## config.mk

```make
export PLATFORM = sky130hd
export DESIGN_NAME = risc_out_tracer_flat
export DESIGN_NICKNAME = d
export VERILOG_FILES = /design/src/rtl/risc_trace_pkg.sv /design/src/rtl/risc_out_tracer_if.sv /design/src/rtl/risc_out_tracer_fifo.sv /design/src/rtl/risc_out_tracer.sv /design/src/flat_wrapper.sv
export SDC_FILE = /design/constraint.sdc
export NUM_CORES = 1
export LEC_CHECK = 0
export CORE_ASPECT_RATIO = 2
export CORE_MARGIN = 2
export CORE_UTILIZATION = 40
export CTS_CLUSTER_DIAMETER = 80
export CTS_CLUSTER_SIZE = 20
export DETAILED_ROUTE_END_ITERATION = 16
export PLACE_DENSITY = 0.67
export SLEW_MARGIN = 10
export SYNTH_ARGS = -nofsm -noshare
export SYNTH_HDL_FRONTEND = slang
export SYNTH_SLANG_ARGS = --single-unit
```

## constraint.sdc

```tcl
create_clock -name clk -period 4.9 [get_ports clk]
set_clock_uncertainty 0.05 [all_clocks]
set_input_delay 0.98 -clock clk [delete_from_list [all_inputs] [get_ports clk]]
set_output_delay 0.98 -clock clk [all_outputs]
set_load 0.03 [all_outputs]
```

## src/rtl/risc_trace_pkg.sv

```systemverilog
// Shared types and constants for the miniRISC result tracer.
package risc_trace_pkg;

    localparam int DATA_W   = 32;
    localparam int TS_W_DEF = 16;
    localparam int DROP_W   = 8;

    typedef struct packed {
        logic [DATA_W-1:0]   out1;
        logic [DATA_W-1:0]   out2;
        logic [TS_W_DEF-1:0] ts;
    } trace_entry_t;

    // Drop counter sticks at all-ones rather than wrapping back to zero.
    function automatic logic [DROP_W-1:0] sat_inc(input logic [DROP_W-1:0] v);
        return (&v) ? v : v + 1'b1;
    endfunction

endpackage

```

## src/rtl/risc_out_tracer_if.sv

```systemverilog
// Read port of the trace FIFO: head entry presented with valid/ready.
interface risc_out_tracer_if #(
    parameter int TS_W = 16
);
    import risc_trace_pkg::*;

    logic              rd_valid;
    logic              rd_ready;
    logic [DATA_W-1:0] rd_out1;
    logic [DATA_W-1:0] rd_out2;
    logic [TS_W-1:0]   rd_ts;

    modport master (output rd_valid, rd_out1, rd_out2, rd_ts, input rd_ready);
    modport slave  (input rd_valid, rd_out1, rd_out2, rd_ts, output rd_ready);

endinterface

```

## src/rtl/risc_out_tracer_fifo.sv

```systemverilog
// First-word-fall-through FIFO of trace entries. Full/empty come from the
// occupancy counter so the pointers can simply wrap.
module trace_fifo
    import risc_trace_pkg::*;
#(
    parameter int  DEPTH   = 16,
    parameter type entry_t = trace_entry_t
) (
    input  logic                   clk,
    input  logic                   rst,
    input  logic                   clear,
    input  logic                   push,
    input  logic                   pop_req,
    input  entry_t                 wr_data,
    output entry_t                 rd_data,
    output logic [$clog2(DEPTH):0] count,
    output logic                   full,
    output logic                   empty
);
    localparam int AW = $clog2(DEPTH);
    localparam int CW = AW + 1;

    entry_t        mem [DEPTH];
    logic [AW-1:0] wr_ptr;
    logic [AW-1:0] rd_ptr;
    logic          pop;
    logic          push_ok;

    assign empty   = (count == '0);
    assign full    = (count == CW'(DEPTH));
    assign pop     = pop_req && !empty;
    // A full FIFO still accepts a write when the head leaves in the same cycle.
    assign push_ok = push && (!full || pop);
    assign rd_data = empty ? '0 : mem[rd_ptr];

    // Pointers and occupancy; clear wins over any push/pop in its cycle.
    always_ff @(posedge clk or negedge rst) begin
        if (!rst) begin
            wr_ptr <= '0;
            rd_ptr <= '0;
            count  <= '0;
        end else if (clear) begin
            wr_ptr <= '0;
            rd_ptr <= '0;
            count  <= '0;
        end else begin
            if (push_ok) wr_ptr <= wr_ptr + 1'b1;
            if (pop)     rd_ptr <= rd_ptr + 1'b1;
            case ({push_ok, pop})
                2'b10:   count <= count + 1'b1;
                2'b01:   count <= count - 1'b1;
                default: count <= count;
            endcase
        end
    end

    // Entry storage; contents are don't-care while empty, so no reset.
    always_ff @(posedge clk) begin
        if (push_ok && !clear) mem[wr_ptr] <= wr_data;
    end

endmodule

```

## src/rtl/risc_out_tracer.sv

```systemverilog
// Watches the core result pair and logs each change with a timestamp into a
// FIFO that a host drains through a valid/ready port.
module risc_out_tracer
    import risc_trace_pkg::*;
#(
    parameter int DEPTH = 16,
    parameter int TS_W  = TS_W_DEF
) (
    input  logic                   clk,
    input  logic                   rst,
    input  logic [DATA_W-1:0]      out1,
    input  logic [DATA_W-1:0]      out2,
    input  logic                   en,
    input  logic                   clear,
    risc_out_tracer_if.master      rd,
    output logic [$clog2(DEPTH):0] count,
    output logic                   overflow,
    output logic [DROP_W-1:0]      drop_cnt
);
    typedef struct packed {
        logic [DATA_W-1:0] out1;
        logic [DATA_W-1:0] out2;
        logic [TS_W-1:0]   ts;
    } entry_t;

    logic [TS_W-1:0]   ts;
    logic [DATA_W-1:0] prev1;
    logic [DATA_W-1:0] prev2;
    logic              capture;
    logic              do_pop;
    logic              push;
    logic              drop;
    logic              full;
    logic              empty;
    entry_t            wr_entry;
    entry_t            head;

    assign capture  = en && ((out1 != prev1) || (out2 != prev2));
    assign do_pop   = rd.rd_ready && !empty;
    assign push     = capture && !clear && (!full || do_pop);
    // A capture discarded by clear is not a drop.
    assign drop     = capture && !clear && full && !do_pop;
    assign wr_entry = '{out1: out1, out2: out2, ts: ts};

    assign rd.rd_valid = !empty;
    assign rd.rd_out1  = head.out1;
    assign rd.rd_out2  = head.out2;
    assign rd.rd_ts    = head.ts;

    // Free-running timestamp, untouched by clear and en.
    always_ff @(posedge clk or negedge rst) begin
        if (!rst) ts <= '0;
        else      ts <= ts + 1'b1;
    end

    // Last enabled pair; keeps loading during clear so a flushed change is not re-seen.
    always_ff @(posedge clk or negedge rst) begin
        if (!rst) begin
            prev1 <= '0;
            prev2 <= '0;
        end else if (en) begin
            prev1 <= out1;
            prev2 <= out2;
        end
    end

    // Sticky overflow flag and saturating drop counter.
    always_ff @(posedge clk or negedge rst) begin
        if (!rst) begin
            overflow <= 1'b0;
            drop_cnt <= '0;
        end else if (clear) begin
            overflow <= 1'b0;
            drop_cnt <= '0;
        end else if (drop) begin
            overflow <= 1'b1;
            drop_cnt <= sat_inc(drop_cnt);
        end
    end

    trace_fifo #(
        .DEPTH   (DEPTH),
        .entry_t (entry_t)
    ) u_fifo (
        .clk     (clk),
        .rst     (rst),
        .clear   (clear),
        .push    (push),
        .pop_req (rd.rd_ready),
        .wr_data (wr_entry),
        .rd_data (head),
        .count   (count),
        .full    (full),
        .empty   (empty)
    );

endmodule

```

## src/flat_wrapper.sv

```systemverilog
// flat-port wrapper written by rule: the top's interface ports become plain ports
module risc_out_tracer_flat import risc_trace_pkg::*;
#(
    parameter int DEPTH = 16,
    parameter int TS_W  = TS_W_DEF
)
  (clk, rst, out1, out2, en, clear, count, overflow, drop_cnt, rd_rd_valid, rd_rd_out1, rd_rd_out2, rd_rd_ts, rd_rd_ready);
  risc_out_tracer_if #(.TS_W(TS_W)) rd_i ();
  input  logic clk;
  input  logic rst;
  input  logic [DATA_W-1:0] out1;
  input  logic [DATA_W-1:0] out2;
  input  logic en;
  input  logic clear;
  output logic [$clog2(DEPTH):0] count;
  output logic overflow;
  output logic [DROP_W-1:0] drop_cnt;
  output wire logic [$bits(rd_i.rd_valid)-1:0] rd_rd_valid;
  output wire logic [$bits(rd_i.rd_out1)-1:0] rd_rd_out1;
  output wire logic [$bits(rd_i.rd_out2)-1:0] rd_rd_out2;
  output wire logic [$bits(rd_i.rd_ts)-1:0] rd_rd_ts;
  input wire logic [$bits(rd_i.rd_ready)-1:0] rd_rd_ready;
  assign rd_rd_valid = rd_i.rd_valid;
  assign rd_rd_out1 = rd_i.rd_out1;
  assign rd_rd_out2 = rd_i.rd_out2;
  assign rd_rd_ts = rd_i.rd_ts;
  assign rd_i.rd_ready = rd_rd_ready;
  risc_out_tracer #(.DEPTH(DEPTH), .TS_W(TS_W)) u_core (.clk(clk), .rst(rst), .out1(out1), .out2(out2), .en(en), .clear(clear), .rd(rd_i), .count(count), .overflow(overflow), .drop_cnt(drop_cnt));
endmodule
```

==> impl_metrics.yaml <==
run_status:
  status: "finished, final reports clean"
logic_synthesis:
  ys_top_cells_by_count: "edfxtp_1, mux4_2, dfrtp_1"
  synth_edf_count: 1280
  yosys.area_share.simple: 0.02172
  synth_compound_area_frac: 0.002013
  yosys.cell_types.count: 43
  yosys_warnings: 0
  ys_top_cells_by_area: "edfxtp_1, mux4_2, dfrtp_1"
  synth_fa_ha_area_frac: 0.002106
  syn-num-nets: 2374
  async_reset_ff_frac: 0.07381
  synth_sequential_area_ratio: 0.7667
  syn_area_per_cell_sq_um: 23.29
  syn-cell-area_sq_um: 53470
  yosysMostFrequentCell: "edfxtp_1"
  synth.area.mux_share: 0.1832
  yosys.area.top_type: "edfxtp_1"
  synth_top_cell_area_share: 0.7189
  ys.flop_type: "edfxtp_1"
  ys_seq_elements: 1382
  synth_cells: 2296
  synth_top_family_by_area: "multiplexers"
  synth_xor_area_frac: 0.01491
detailed_routing:
  wl_per_cell_um: 29.69
  drt_iter0_drc: 2411
  top_layer: "met4"
  wl_met1_um: 51510
  route.vias.total: 25020
  ant_nets: 0
  drc: 0
  viasPerCell: 5.631
  routed-wl-met2_um: 71520
  drt_wl_total_um: 131900
  firstDrtPassIters: 5
  wl_met3_um: 5867
critical_path:
  start_kind: "flip-flop"
  path_cells: "buf_12 -> buf_12 -> mux4_2 -> mux4_2 -> and2_1 -> clkdlybuf4s50_1"
  cp_slowest_cell: "clkdlybuf4s50_1"
  crit_path_start: "u_core.u_fifo.rd_ptr[0]"
  crit_type: "reg2out"
  cp.arrival_ns: 3.74
  max_stage_delay_ns: 0.62
  r2r-start: "u_core.prev2[5]"
  cp_max_fo: 36
  r2r-end: "u_core.u_fifo.count[2]"
  reg2reg_depth: 12
  rrSetupSlack_ns: 1.11
  worstPathRequired_ns: 3.87
  crit_path_end_kind: "output port"
clocking:
  hold_buffers: 0
  cts_max_path_buffers: 3
  clk_pin_slew_ns: 0.08
  clk_latency_ns: 0.71
  cts_tree: "done"
  clock-sinks: 1382
  htreeDepth: 3
  cts_buffers: 79
  cts-root-buf: "clkbuf_16"
sta:
  fin_tns_setup_ns: 0
  setup_viol: 0
  max_freq_ghz: 0.2098
  final_max_slew_viol_count: 0
  hold_violations: 0
  fin_ws_ns: 0.1335
  min_period_ns: 4.766
  max_slew_margin: 0.3504
  tightest_slew_ns: 0.9743
  timing.final.crit_share: 0.9727
  rsz0062_at_grt: "no"
cells_and_area:
  fill_cells: 10700
  multi_input_area_sq_um: 12040
  regArea_sq_um: 41000
  area_growth_pct: 16.07
  layoutNonFillerInstCount: 4443
  fin_area_sq_um: 62060
  layout.nets: 2737
  drive_gt1_frac: 0.3044
global_routing:
  antenna_found_initial: 2
  grt_usage: 0.1932
  grt_pass1_wl_um: 190700
  first_global_vias: 26670
  grt_max_degree: 84
  grt-ovfl-total: 0
floorplan:
  ios: 164
  row_count: 189
  core_sq_um: 132700
  dieArea_sq_um: 136800
  die_h_um: 521.0
  die_x_um: 262.5
  start_util: 0.4030
min_path:
  hp-class: "in2async"
placement:
  gp_congestion: 0.7780
  placed_cells: 4296
  post-place-ws_ns: -0.3077
  dpl_cell_area_sq_um: 59690
  port-buffer-count: 163
  hpwl_um: 82900
pwr:
  power_density_nw_per_um2: 422.1
  peakVddDrop_mv: 1.125
  finalPower_mw: 26.19
  leakage_nw: 19.49
run:
  max_cap_violations: 0
## final cells by class
class / count / area share
well taps: 1719 / 0.03466
repair buffers: 392 / 0.07216
multi-input cells: 791 / 0.1941
diodes: 1 / 0.00004032
clock buffers: 137 / 0.03571
flip-flops and latches: 1382 / 0.6607
inverters: 13 / 0.0007863
clock inverters: 8 / 0.001855
## worst max-delay path by stage
stage	endpoint	slack [ns]	cells past startpoint
final	rd_rd_out1[31]	0.13	6
after global routing	rd_rd_out2[12]	0.02	6
after CTS	rd_rd_out1[23]	0.04	5
after global placement	u_core.u_fifo.count[2]	-0.19	13
after floorplan	u_core.u_fifo.mem[10][0]	-1.06	7
after detailed placement	u_core.u_fifo.count[2]	-0.31	13
## worst max-delay path: cells and delay by family (launching register included)
kind	cells	cell delay, ns
buffers and inverters	3	1.15
flip-flops	1	0.56
multiplexers	2	1.08
AND/OR/NAND/NOR	1	0.23
## report_power, final
part | internal, mW | total, mW | switching [mW]
clock | 3.13 | 6.85 | 3.72
sequential | 13.0 | 13.1 | 0.136
combinational | 2.68 | 6.20 | 3.52
total | 18.8 | 26.2 | 7.37
## cells by family (layout without fill, tap and decap cells)
group | count (synthesis) | after routing
AO/OA/AOI/OAI | 17 | 17
XOR/XNOR | 91 | 91
adder cells (fa/ha/maj) | 9 | 9
buffers and inverters | 123 | 550
flip-flops | 1382 | 1382
multiplexers | 470 | 470
other | 0 | 1
AND/OR/NAND/NOR | 204 | 204
## registers in the layout (all words and copies together) (netlist names)
signal                count
u_core.drop_cnt           8
u_core.overflow           1
u_core.prev1             32
u_core.prev2             32
u_core.ts                16
u_core.u_fifo.count       5
u_core.u_fifo.mem      1280
u_core.u_fifo.rd_ptr      4
u_core.u_fifo.wr_ptr      4
## layer usage
metal / up-vias / track usage
met1: 13740 / 0.2462
li1: 10290 / -
met3: 166 / 0.02114
met5: - / 0
met2: 827 / 0.3510
met4: 0 / 0.05188
## stage by stage
step	utilization	hold WS, ns
2_1_floorplan	-	0.4511
3_3_place_gp	0.4500	0.4600
3_5_place_dp	0.4500	0.4477
4_1_cts	0.4677	0.3039
5_1_grt	0.4678	0.3200
6_report	0.4678	0.2841
## what timing repair did
item / in CTS / in global routing
setup buffers: 1 / 0
hold endpoints to repair: 0 / 0
setup endpoints to repair: 3 / 2
gates resized for setup: 3 / 2
## cell usage in the layout (no fill, tap or decap), types with 12 or more instances in the layout
master / instances
xnor2_1: 17
clkbuf_16: 80
mux4_2: 400
nor2_1: 24
mux2_2: 65
xor2_1: 74
dfrtp_1: 98
buf_12: 90
and2_4: 12
edfxtp_1: 1280
nor4_1: 20
clkdlybuf4s50_1: 146
nand2_1: 21
buf_4: 150
inv_1: 12
clkbuf_1: 57
and2_1: 81
No activity file was read; power rests on OpenSTA's default activity.
